<file path="src/rtl/uart_pkg.sv">
`default_nettype none
// ============================================================================
//  Module      : uart_pkg
//  Description : Shared UART definitions: FSM state encoding, parity-type
//                selectors and line-level constants. Used by TX and RX.
//  Revision    : 1.0 - initial release
// ============================================================================
package uart_pkg;

    // Frame-level FSM states, shared between transmitter and receiver
    typedef enum logic [2:0] {
        ST_IDLE   = 3'd0,
        ST_START  = 3'd1,
        ST_DATA   = 3'd2,
        ST_PARITY = 3'd3,
        ST_STOP   = 3'd4
    } uart_state_e;

    // Parity type select values
    localparam logic PAR_EVEN  = 1'b0;
    localparam logic PAR_ODD   = 1'b1;

    // Line levels
    localparam logic START_BIT = 1'b0;
    localparam logic STOP_BIT  = 1'b1;
    localparam logic IDLE_LVL  = 1'b1;

endpackage : uart_pkg
`default_nettype wire

</file>
<file path="src/rtl/parity_calc.sv">
`default_nettype none
// ============================================================================
//  Module      : parity_calc
//  Description : Combinational parity generator. XOR-reduces the data word
//                and inverts the result for odd parity.
//  Revision    : 1.0 - initial release
// ============================================================================
module parity_calc
    import uart_pkg::*;
#(
    parameter int DATA_WIDTH = 8
) (
    input  logic [DATA_WIDTH-1:0] data_i,
    input  logic                  par_typ_i,
    output logic                  par_bit_o
);

    // Even parity is the plain XOR reduction; odd parity is its complement
    assign par_bit_o = (^data_i) ^ (par_typ_i == PAR_ODD);

endmodule : parity_calc
`default_nettype wire

</file>
<file path="src/rtl/uart_tx.sv">
`default_nettype none
// ============================================================================
//  Module      : uart_tx
//  Description : UART transmitter. One CLK cycle per bit. Frame is start bit,
//                DATA_WIDTH data bits LSB first, optional parity, one stop
//                bit. Back-to-back frames accepted during the stop bit.
//  Revision    : 1.0 - initial release
// ============================================================================
module uart_tx
    import uart_pkg::*;
#(
    parameter int DATA_WIDTH = 8
) (
    input  logic                  CLK,
    input  logic                  RST,
    input  logic [DATA_WIDTH-1:0] P_DATA,
    input  logic                  Data_Valid,
    input  logic                  PAR_EN,
    input  logic                  PAR_TYP,
    output logic                  TX_OUT,
    output logic                  Busy
);

    // Counter width guarded so a 1-bit payload still gets a legal vector
    localparam int              CNT_W    = (DATA_WIDTH > 1) ? $clog2(DATA_WIDTH) : 1;
    localparam logic [CNT_W-1:0] LAST_IDX = CNT_W'(DATA_WIDTH - 1);

    uart_state_e             state_q, state_d;
    logic [CNT_W-1:0]        cnt_q, cnt_d;
    logic [DATA_WIDTH-1:0]   data_q;
    logic                    par_en_q;
    logic                    par_typ_q;
    logic                    tx_q, tx_d;
    logic                    busy_q, busy_d;
    logic                    accept_d;
    logic                    last_bit_d;
    logic                    par_bit_d;

    // A new frame can start only while the line is idle or sending its stop bit
    assign accept_d   = Data_Valid && ((state_q == ST_IDLE) || (state_q == ST_STOP));
    assign last_bit_d = (cnt_q == LAST_IDX);

    parity_calc #(
        .DATA_WIDTH (DATA_WIDTH)
    ) u_parity_calc (
        .data_i     (data_q),
        .par_typ_i  (par_typ_q),
        .par_bit_o  (par_bit_d)
    );

    // State register and bit counter
    always_ff @(posedge CLK or negedge RST) begin
        if (!RST) begin
            state_q <= ST_IDLE;
            cnt_q   <= '0;
        end else begin
            state_q <= state_d;
            cnt_q   <= cnt_d;
        end
    end

    // Next-state logic; counter is cleared outside DATA so it enters DATA at 0
    always_comb begin
        state_d = state_q;
        cnt_d   = '0;
        case (state_q)
            ST_IDLE:   if (accept_d) state_d = ST_START;
            ST_START:  state_d = ST_DATA;
            ST_DATA: begin
                cnt_d = cnt_q + 1'b1;
                if (last_bit_d) state_d = par_en_q ? ST_PARITY : ST_STOP;
            end
            ST_PARITY: state_d = ST_STOP;
            ST_STOP:   state_d = accept_d ? ST_START : ST_IDLE;
            default:   state_d = ST_IDLE;
        endcase
    end

    // Output decode from the state being entered, so outputs can be registered
    always_comb begin
        tx_d   = IDLE_LVL;
        busy_d = 1'b1;
        case (state_d)
            ST_IDLE:   busy_d = 1'b0;
            ST_START:  tx_d   = START_BIT;
            ST_DATA:   tx_d   = data_q[cnt_d];
            ST_PARITY: tx_d   = par_bit_d;
            ST_STOP:   tx_d   = STOP_BIT;
            default: begin
                tx_d   = IDLE_LVL;
                busy_d = 1'b0;
            end
        endcase
    end

    // Registered line and busy outputs; reset forces the line idle at once
    always_ff @(posedge CLK or negedge RST) begin
        if (!RST) begin
            tx_q   <= IDLE_LVL;
            busy_q <= 1'b0;
        end else begin
            tx_q   <= tx_d;
            busy_q <= busy_d;
        end
    end

    // Payload and configuration captured only on the accepting edge
    always_ff @(posedge CLK or negedge RST) begin
        if (!RST) begin
            data_q    <= '0;
            par_en_q  <= 1'b0;
            par_typ_q <= PAR_EVEN;
        end else if (accept_d) begin
            data_q    <= P_DATA;
            par_en_q  <= PAR_EN;
            par_typ_q <= PAR_TYP;
        end
    end

    assign TX_OUT = tx_q;
    assign Busy   = busy_q;

endmodule : uart_tx
`default_nettype wire

</file>
<file path="config.mk">
export PLATFORM = sky130hd
export DESIGN_NAME = uart_tx
export DESIGN_NICKNAME = d
export VERILOG_FILES = /design/src/rtl/uart_pkg.sv /design/src/rtl/parity_calc.sv /design/src/rtl/uart_tx.sv
export SDC_FILE = /design/constraint.sdc
export NUM_CORES = 1
export LEC_CHECK = 0
export CORE_ASPECT_RATIO = 0.8
export CORE_UTILIZATION = 30
export DETAILED_ROUTE_END_ITERATION = 6
export SYNTH_ARGS = -nofsm -noshare
export SYNTH_HDL_FRONTEND = slang
export SYNTH_SLANG_ARGS = --single-unit
export TNS_END_PERCENT = 1
</file>
<file path="constraint.sdc">
create_clock -name CLK -period 2.4 [get_ports CLK]
set_input_delay 0.24 -clock CLK [delete_from_list [all_inputs] [get_ports CLK]]
set_output_delay 0.24 -clock CLK [all_outputs]
set_load 0.005 [all_outputs]
</file>
==> metrics.yaml, run 1 <==
status: "complete, no violations"
num_io_pins: 15
die_h_um: 50.4
clk_latency_ns: 0.29
setup_viol: 0
cp_slowest_stage_delay_ns: 0.45
dr.pass1.iters: 2
grt_overflow_total: 0
power_density_mw_per_mm2: 1330
grt_pass1_wl_mm: 2.77
slew_headroom_pct: 46.7
crit_type: "register to register"
postCtsSetupRepairBufs: 0
sw_frac_of_total_pct: 33.4
nFillCells: 280
path_max_fanout: 6
internal_power_w: 0.000978
cp_common_cell: "ha_1"
crit_path_end_kind: "register"
synth_cells: 69
cts_buffers: 3
die_w_um: 62.5
cp-start-kind: "register"
coreArea_sq_mm: 0.00277
critPathTopFamily: "compound AO/OA/AOI/OAI gates"
critical_path_arrival_ns: 1.97
fin_util_pct: 40.0
drt-wirelength-per-cell_um: 12.2
synth.avg_cell_area_sq_um: 12.7
synthesis.nets: 84
ys_types: 28
worstRegToRegCells: 6
finalWirelength_mm: 1.53
die_area_sq_mm: 0.00315
hp-class: "primary input to asynchronous set/reset pin"
rows: 17
regArea_sq_um: 452
ant_nets: 0
wl_met2_um: 666
max-vdd-ir-drop_mv: 0.593
multi_input_area_sq_um: 414
portBuffers: 14
synth-seq-cells: 18
first_global_vias: 588
h-tree-depth: 1
initial_core_util_pct: 31.8
synthTopCellsByArea: "dfrtp_1, mux2_2, xnor2_1"
layout-drive-gt1-share_pct: 20.7
rsz0062_at_grt: "false"
path_clk_slew_ns: 0.10
wl_met3_um: 84
final.setup.tns_ns: 0
power_leakage_nw: 0.465
cts_resized: 0
drcViolationCount: 0
clock_path_buffers: 2
cts-root-buf: "clkbuf_4"
layoutNonFillerInstCount: 125
gp_congestion: 0.755
netlist_area_sq_um: 878
switchingPower_w: 0.000489
top_layer: "met4"
tightest_slew_ns: 0.798
seq_power_share_pct: 38.8
cp.required_ns: 2.62
layout.nets: 103
grt_use_total_pct: 11.7
clkPwrFrac_pct: 12.7
cts_hold_buf: 0
mostFrequentLayoutCell: "dfrtp_1"
hold_viol: 0
combPwrFrac_pct: 48.5
yosysTopAreaCell: "dfrtp_1"
yosysWarningCount: 0
grt_max_degree: 19
max_freq_ghz: 0.571
critical_path_buf_inv_count: 0
cap_violations: 0
rrSetupSlack_ns: 0.65
fin_crit_sh_pct: 73.0
synth.top_cell.area_share_pct: 48.4
worstSetupPathDepth: 6
skew_ns: 0.00231
via_per_inst: 4.70
fin_crit_ns: 1.75
antenna_found_initial: 0
drt-met1-wl_um: 766
antenna_cells: 0
dpl.hpwl_mm: 1.20
dp.cells: 121
vias: 588
syn2layout_area_growth_pct: 25.8
tritoncts: "yes"
slowest_stage: "dfrtp_1"
cts_sinks: 18
mostFrequentLayoutCells: "dfrtp_1, clkdlybuf4s50_1, mux2_2, xnor2_1"
drt_iter0_drc: 23
crit_path_cell_trace: "ha_1, ha_1, nor2_1, a221o_1, a211o_1, o221ai_2"
slew_viol_final: 0
seq_area_frac_synth_pct: 51.4
cell usage after synthesis (all sizes together):
cell,n
dfrtp,17
mux2,9
xnor2,4
a21oi,3
and2,3
nor2,3
a211o,2
ha,2
inv,2
nand2,2
nand2b,2
nor2b,2
nor3,2
o21ai,2
xor2,2
a221o,1
buf,1
dfstp,1
mux2i,1
mux4,1
nand3,1
nand4b,1
nor3b,1
o21bai,1
o221ai,1
or3b,1
xnor3,1
state kept, by name (all words and copies together), names as in the netlist:
signal and count:
data_q 8, par_typ_q 1, par_en_q 1, cnt_q 3
TX_OUT 1, Busy 1, state_q 3
metal layers:
| layer | vias up | GRT usage [%] |
|---|---|---|
| li1 | 279 | - |
| met1 | 293 | 14.9 |
| met2 | 14 | 18.5 |
| met3 | 2 | 4.77 |
| met4 | 0 | 2.33 |
| met5 | - | 0 |
area by class of cell:
type / count / share of cell area, %
Clock buffer: 4 / 3.28
Tap cell: 38 / 4.30
Multi-Input combinational cell: 48 / 37.5
Timing Repair Buffer: 15 / 13.4
Inverter: 2 / 0.680
Sequential cell: 18 / 40.9
logic make-up after synthesis:
family	Yosys count	share of synthesized area [%]
AOI/OAI and AO/OA	10	8.55
xor gates and xnor gates	7	8.55
adders and majority gates	2	2.85
buffers and inverters	3	1.42
DFF	18	51.4
muxes	11	15.2
and+or+nand+nor	18	12.0
stage by stage:
stage                     total power [W]  setup slack [ns]  instance area, sq um  hold WS, ns
after floorplan                   0.00113             0.739                   878      -0.0556
after global placement            0.00129             0.703                  1070        0.527
after detailed placement          0.00130             0.653                  1070        0.538
after CTS                         0.00149             0.627                  1100        0.427
after global routing              0.00160             0.554                  1100        0.482
final                             0.00147             0.648                  1100        0.401
path summary, 6_finish.rpt:
kind	from	end
setup / recovery	cnt_q[0]$_DFF_PN0_	TX_OUT$_DFF_PN1_
max in group asynchronous	RST	data_q[1]$_DFFE_PN0P_
setup reg to reg	cnt_q[0]$_DFF_PN0_	TX_OUT$_DFF_PN1_
hold / removal	RST	Busy$_DFF_PN0_
hold reg to reg	cnt_q[0]$_DFF_PN0_	cnt_q[0]$_DFF_PN0_
min in group CLK	PAR_EN	par_en_q$_DFFE_PN0P_
worst register-to-register path, stage by stage (launching register included):
cell	delay, ns
dfrtp_1	0.45
ha_1	0.22
ha_1	0.32
nor2_1	0.06
a221o_1	0.31
a211o_1	0.26
o221ai_2	0.06
power groups by stage:
stage          Clock (W)  Combinational, W  Sequential (W)
2_1_floorplan          0          0.000584        0.000543
6_report        0.000186          0.000712        0.000569
3_5_place_dp           0          0.000724        0.000578
3_3_place_gp           0          0.000713        0.000573
4_1_cts         0.000195          0.000725        0.000571
5_1_grt         0.000216          0.000789        0.000595
Note: power is estimated with default switching activity, not from simulation.
==> run 2: changes to the inputs <==
==> constraint.sdc (replaced) <==
create_clock -name CLK -period 1.8 [get_ports CLK]
set_input_delay 0.18 -clock CLK [delete_from_list [all_inputs] [get_ports CLK]]
set_output_delay 0.18 -clock CLK [all_outputs]
set_load 0.005 [all_outputs]
==> metrics.yaml, run 2 (synthesized netlist as in run 1, its figures left out) <==
status: "complete, no violations"
crit_path_cell_trace: "ha_1, ha_1, nor2_1, a221o_1, a211o_1, o221ai_2"
grt_use_total_pct: 11.6  # -0.088 points
max-vdd-ir-drop_mv: 0.567  # -4.4%
vias: 583  # -0.85%
hp-class: "primary input to asynchronous set/reset pin"
internal_power_w: 0.00132  # +35%
grt_max_degree: 14  # -5
final_area_sq_mm: 0.00112  # +1.4%
slew_viol_final: 0  # unchanged
rrSetupSlack_ns: 0.14  # -0.51 ns
combPwrFrac_pct: 50.4  # +1.9 points
mostFrequentLayoutCell: "dfrtp_1"
multi_input_area_sq_um: 414  # unchanged
tritoncts: "yes"
crit_path_end_kind: "register"
cp_slowest_stage_delay_ns: 0.39  # -0.06 ns
layoutNonFillerInstCount: 127  # +1.6%
crit_type: "register to register"
clk_latency_ns: 0.30  # about the same
worstRegToRegCells: 6  # unchanged
portBuffers: 14  # unchanged
path_clk_slew_ns: 0.11  # about the same
grt_overflow_total: 0  # unchanged
syn2layout_area_growth_pct: 27.5
clkPwrFrac_pct: 12.5  # -0.2 points
regArea_sq_um: 452  # unchanged
tightest_slew_ns: 0.442  # -0.356 ns
cap_violations: 0  # unchanged
cp-start-kind: "register"
nFillCells: 280  # unchanged
clock_path_buffers: 2  # unchanged
reg.largest.list: "data_q (8), cnt_q (3), state_q (3)"
power_leakage_nw: 0.475  # +2.2%
coreArea_sq_mm: 0.00277  # unchanged
die_w_um: 62.5  # unchanged
postCtsSetupRepairBufs: 0  # unchanged
layout.nets: 105  # +1.9%
slowest_stage: "dfrtp_1"
slew_headroom_pct: 70.5  # +24 points
fin_crit_sh_pct: 92.0  # +19 points
gp_congestion: 0.719  # -4.8%
place_area_sq_mm: 0.00108  # +1.4%
layout-drive-gt1-share_pct: 22.5  # +1.8 points
hold_viol: 0  # unchanged
setup_viol: 0  # unchanged
h-tree-depth: 1  # unchanged
antenna_cells: 0  # unchanged
dr.pass1.iters: 4  # +2
cp_common_cell: "ha_1"
cts_hold_buf: 0  # unchanged
finalWirelength_mm: 1.48  # -3.5%
dp.cells: 123  # +1.7%
regMostFlops: "data_q"
skew_ns: 0.0101  # +0.00777 ns
critical_path_arrival_ns: 1.89  # -0.08 ns
die_h_um: 50.4  # unchanged
antenna_found_initial: 0  # unchanged
power_density_mw_per_mm2: 1780  # +34%
reg2reg_from: "cnt_q[0]$_DFF_PN0_"
rr_endpoint: "TX_OUT$_DFF_PN1_"
whs_ns: 0.178  # -0.223 ns
cp.required_ns: 2.03  # -0.59 ns
cts_buffers: 3  # unchanged
initial_core_util_pct: 31.8  # unchanged
first_global_vias: 610  # +3.7%
switchingPower_w: 0.000667  # +36%
final.setup.tns_ns: 0  # unchanged
sw_frac_of_total_pct: 33.5  # +0.19 points
mostFrequentLayoutCells: "dfrtp_1, clkdlybuf4s50_1, mux2_2, xnor2_1"
fin_crit_ns: 1.66  # -0.0949 ns
ant_nets: 0  # unchanged
seq_power_share_pct: 37.1  # -1.7 points
rsz0062_at_grt: "false"
die_area_sq_mm: 0.00315  # unchanged
cts-root-buf: "clkbuf_4"
drt_iter0_drc: 26  # +13%
num_io_pins: 15  # unchanged
cts_resized: 0  # unchanged
via_per_inst: 4.59  # -2.4%
rows: 17  # unchanged
max_freq_ghz: 0.604  # +5.7%
drt-wirelength-per-cell_um: 11.6  # -5.1%
cts_sinks: 18  # unchanged
grt_pass1_wl_mm: 2.73  # -1.2%
largest_register_ffs: 8  # unchanged
fin_total_pwr_w: 0.00199  # +36%
drcViolationCount: 0  # unchanged
path_max_fanout: 4  # -2
[run 2: critical path, delay by kind of cell, from the launching register on]
family	cells	cell delay, ns
AOI/OAI and AO/OA	3	0.63
and+or+nand+nor	1	0.06
adders and majority gates	2	0.51
DFF	1	0.39
[run 2: layout make-up]
cell class | count | share of cell area, %
sequential | 18 | 40.3
multi-input combinational | 48 | 37.0
timing repair buffer | 17 | 14.5
tap | 38 | 4.25
clock buffer | 4 | 3.24
inverter | 2 | 0.670
[run 2: stage by stage]
stage | worst slack [ns] | utilization, %
2_1_floorplan | 0.139 | -
3_3_place_gp | 0.186 | 39.2
3_5_place_dp | 0.153 | 39.2
4_1_cts | 0.134 | 40.5
5_1_grt | 0.0335 | 40.5
6_report | 0.143 | 40.5
[run 2: worst max-delay path by stage]
| stage | from | end | slack, ns |
|---|---|---|---|
| final | cnt_q[0]$_DFF_PN0_ | TX_OUT$_DFF_PN1_ | 0.14 |
| after CTS | cnt_q[0]$_DFF_PN0_ | TX_OUT$_DFF_PN1_ | 0.13 |
| after detailed placement | cnt_q[0]$_DFF_PN0_ | TX_OUT$_DFF_PN1_ | 0.15 |
| after global placement | cnt_q[0]$_DFF_PN0_ | TX_OUT$_DFF_PN1_ | 0.19 |
| after global routing | cnt_q[0]$_DFF_PN0_ | TX_OUT$_DFF_PN1_ | 0.03 |
| after floorplan | cnt_q[0]$_DFF_PN0_ | TX_OUT$_DFF_PN1_ | 0.14 |
[run 2: power by group through the flow]
stage	Sequential (W)	Clock (W)	Combinational [W]
after floorplan	0.000724	0	0.000779
after global placement	0.000746	0	0.000983
after detailed placement	0.000751	0	0.00101
after CTS	0.000741	0.000260	0.00102
after global routing	0.000771	0.000278	0.00109
final	0.000739	0.000248	0.00100
[run 2: routing by layer]
metal | routed length, um | share of wire, % | vias to the layer above | GRT usage (%)
met1 | 726 | 49 | 276 | 13.6
met2 | 628 | 43 | 18 | 18.7
met4 | 13 | 0.88 | 0 | 3.49
li1 | - | - | 287 | -
met5 | 0 | 0 | - | 0
met3 | 107 | 7.3 | 2 | 5.68
==> run 3: changes to the inputs <==
--- a/config.mk
+++ b/config.mk
@@ -7,7 +7,9 @@
 export LEC_CHECK = 0
 export CORE_ASPECT_RATIO = 0.8
 export CORE_UTILIZATION = 30
+export CTS_CLUSTER_SIZE = 24
 export DETAILED_ROUTE_END_ITERATION = 6
+export SETUP_SLACK_MARGIN = 0.1
 export SYNTH_ARGS = -nofsm -noshare
 export SYNTH_HDL_FRONTEND = slang
 export SYNTH_SLANG_ARGS = --single-unit
==> metrics.yaml, run 3 (synthesized netlist as in run 1, its figures left out) <==
power_density_mw_per_mm2: 1770  # -0.60%
cts-root-buf: "clkbuf_4"
layout.nets: 106  # +0.95%
die_h_um: 50.4  # unchanged
rrSetupSlack_ns: 0.20  # +0.06 ns
cap_violations: 0  # unchanged
rr_endpoint: "TX_OUT$_DFF_PN1_"
path_clk_slew_ns: 0.11  # about the same
mostFrequentLayoutCells: "dfrtp_1, clkdlybuf4s50_1, mux2_2, xnor2_1, buf_4"
status: "complete, no violations"
via_per_inst: 4.58  # -0.27%
critical_path_arrival_ns: 1.83  # -0.06 ns
worstRegToRegCells: 6  # unchanged
grt_max_degree: 14  # unchanged
slew_viol_final: 0  # unchanged
num_io_pins: 15  # unchanged
grt_overflow_total: 0  # unchanged
cts_buffers: 3  # unchanged
portBuffers: 14  # unchanged
clock_path_buffers: 2  # unchanged
fin_crit_ns: 1.60  # -0.0601 ns
fin_total_pwr_w: 0.00202  # +1.4%
largest_register_ffs: 8  # unchanged
max_freq_ghz: 0.626  # +3.8%
hp-class: "primary input to asynchronous set/reset pin"
rows: 17  # unchanged
power_leakage_nw: 0.474  # -0.10%
dr.pass1.iters: 4  # unchanged
path_max_fanout: 4  # unchanged
cp-start-kind: "register"
sw_frac_of_total_pct: 33.5  # -0.069 points
finalWirelength_mm: 1.51  # +2.2%
slew_headroom_pct: 71.0  # +0.50 points
cts_sinks: 18  # unchanged
internal_power_w: 0.00134  # +1.5%
pre_cts_ws_ns: 0.153  # unchanged
switchingPower_w: 0.000675  # +1.2%
ant_nets: 0  # unchanged
grt_use_total_pct: 11.6  # unchanged
crit_type: "register to register"
setup_viol: 0  # unchanged
combPwrFrac_pct: 51.0  # +0.6 points
mostFrequentLayoutCell: "dfrtp_1"
hold_viol: 0  # unchanged
timing.final.ws_setup_ns: 0.204  # +0.0601 ns
drcViolationCount: 0  # unchanged
seq_power_share_pct: 36.7  # -0.4 points
rsz0062_at_grt: "false"
cp.required_ns: 2.03  # about the same
die_w_um: 62.5  # unchanged
clkPwrFrac_pct: 12.3  # -0.2 points
reg2reg_from: "cnt_q[0]$_DFF_PN0_"
first_global_vias: 610  # unchanged
fin_crit_sh_pct: 88.7  # -3.3 points
reg.largest.list: "data_q (8), cnt_q (3), state_q (3)"
drt_iter0_drc: 27  # +3.8%
regMostFlops: "data_q"
antenna_found_initial: 0  # unchanged
skew_ns: 0.0114  # +0.00134 ns
slowest_stage: "dfrtp_1"
initial_core_util_pct: 31.8  # unchanged
cp_slowest_stage_delay_ns: 0.40  # about the same
crit_path_cell_trace: "ha_2, ha_4, nor2_1, a221o_1, a211o_1, o221ai_2"
vias: 586  # +0.51%
layout-drive-gt1-share_pct: 25.6  # +3.1 points
grt_pass1_wl_mm: 2.73  # unchanged
antenna_cells: 0  # unchanged
fin_util_pct: 41.3  # +0.81 points
coreArea_sq_mm: 0.00277  # unchanged
gp_congestion: 0.719  # unchanged
die_area_sq_mm: 0.00315  # unchanged
tightest_slew_ns: 0.434  # -0.00744 ns
final.setup.tns_ns: 0  # unchanged
drt-wirelength-per-cell_um: 11.8  # +1.4%
max-vdd-ir-drop_mv: 0.567  # about the same
crit_path_end_kind: "register"
tritoncts: "yes"
clk_latency_ns: 0.30  # about the same
h-tree-depth: 1  # unchanged
syn2layout_area_growth_pct: 30.1
cts_hold_buf: 0  # unchanged
run 3: cell types whose count changed in the layout (fill, tap and decap cells not counted), sizes merged:
cell and change:
buf +1
run 3: worst max path at each step:
stage	startpoint	to	slack (ns)	cells after the start
after CTS	cnt_q[0]$_DFF_PN0_	TX_OUT$_DFF_PN1_	0.13	6
after global placement	cnt_q[0]$_DFF_PN0_	TX_OUT$_DFF_PN1_	0.19	6
final	cnt_q[0]$_DFF_PN0_	TX_OUT$_DFF_PN1_	0.20	6
after floorplan	cnt_q[0]$_DFF_PN0_	TX_OUT$_DFF_PN1_	0.14	6
after global routing	cnt_q[0]$_DFF_PN0_	TX_OUT$_DFF_PN1_	0.13	6
after detailed placement	cnt_q[0]$_DFF_PN0_	TX_OUT$_DFF_PN1_	0.15	6
run 3: timing repair:
item	4_1_cts	5_1_grt
setup buffers	0	1
setup endpoints to repair	0	1
gates resized for setup	0	2
run 3: final cells by class:
cell class / instances / area, sq um
Tap cell: 38 / 47.5
Sequential cell: 18 / 452
Inverter: 2 / 7.51
Multi-Input combinational cell: 48 / 429
Timing Repair Buffer: 18 / 170
Fill cell: 278 / 1620
Clock buffer: 4 / 36.3
run 3: worst max-delay path, delay by kind of cell, from the launching register on:
kind            cells  cell delay, ns
simple gates        1            0.04
compound gates      3            0.63
flops               1            0.40
fa+ha+maj           2            0.47
run 3: metrics by stage:
step                cells  area, sq um  hold slack (ns)
detailed placement    123         1080            0.527
finish                128         1140            0.174
global route          128         1140            0.206
CTS                   127         1120            0.192
floorplan              69          878           -0.116
global placement      123         1080            0.524
run 3: power by group through the flow:
| stage | registers, W | clock network [W] | logic [W] |
|---|---|---|---|
| final | 0.000740 | 0.000249 | 0.00103 |
| after floorplan | 0.000724 | 0 | 0.000779 |
| after global placement | 0.000746 | 0 | 0.000983 |
| after CTS | 0.000741 | 0.000260 | 0.00102 |
| after global routing | 0.000771 | 0.000278 | 0.00112 |
| after detailed placement | 0.000751 | 0 | 0.00101 |
run 3: metal layers:
metal,global-route usage [%],vias up,part of all wire [%]
met5,0,-,0
met4,3.49,0,0.86
met3,5.68,2,6.0
met2,18.7,14,44
met1,13.6,283,49
li1,-,287,-
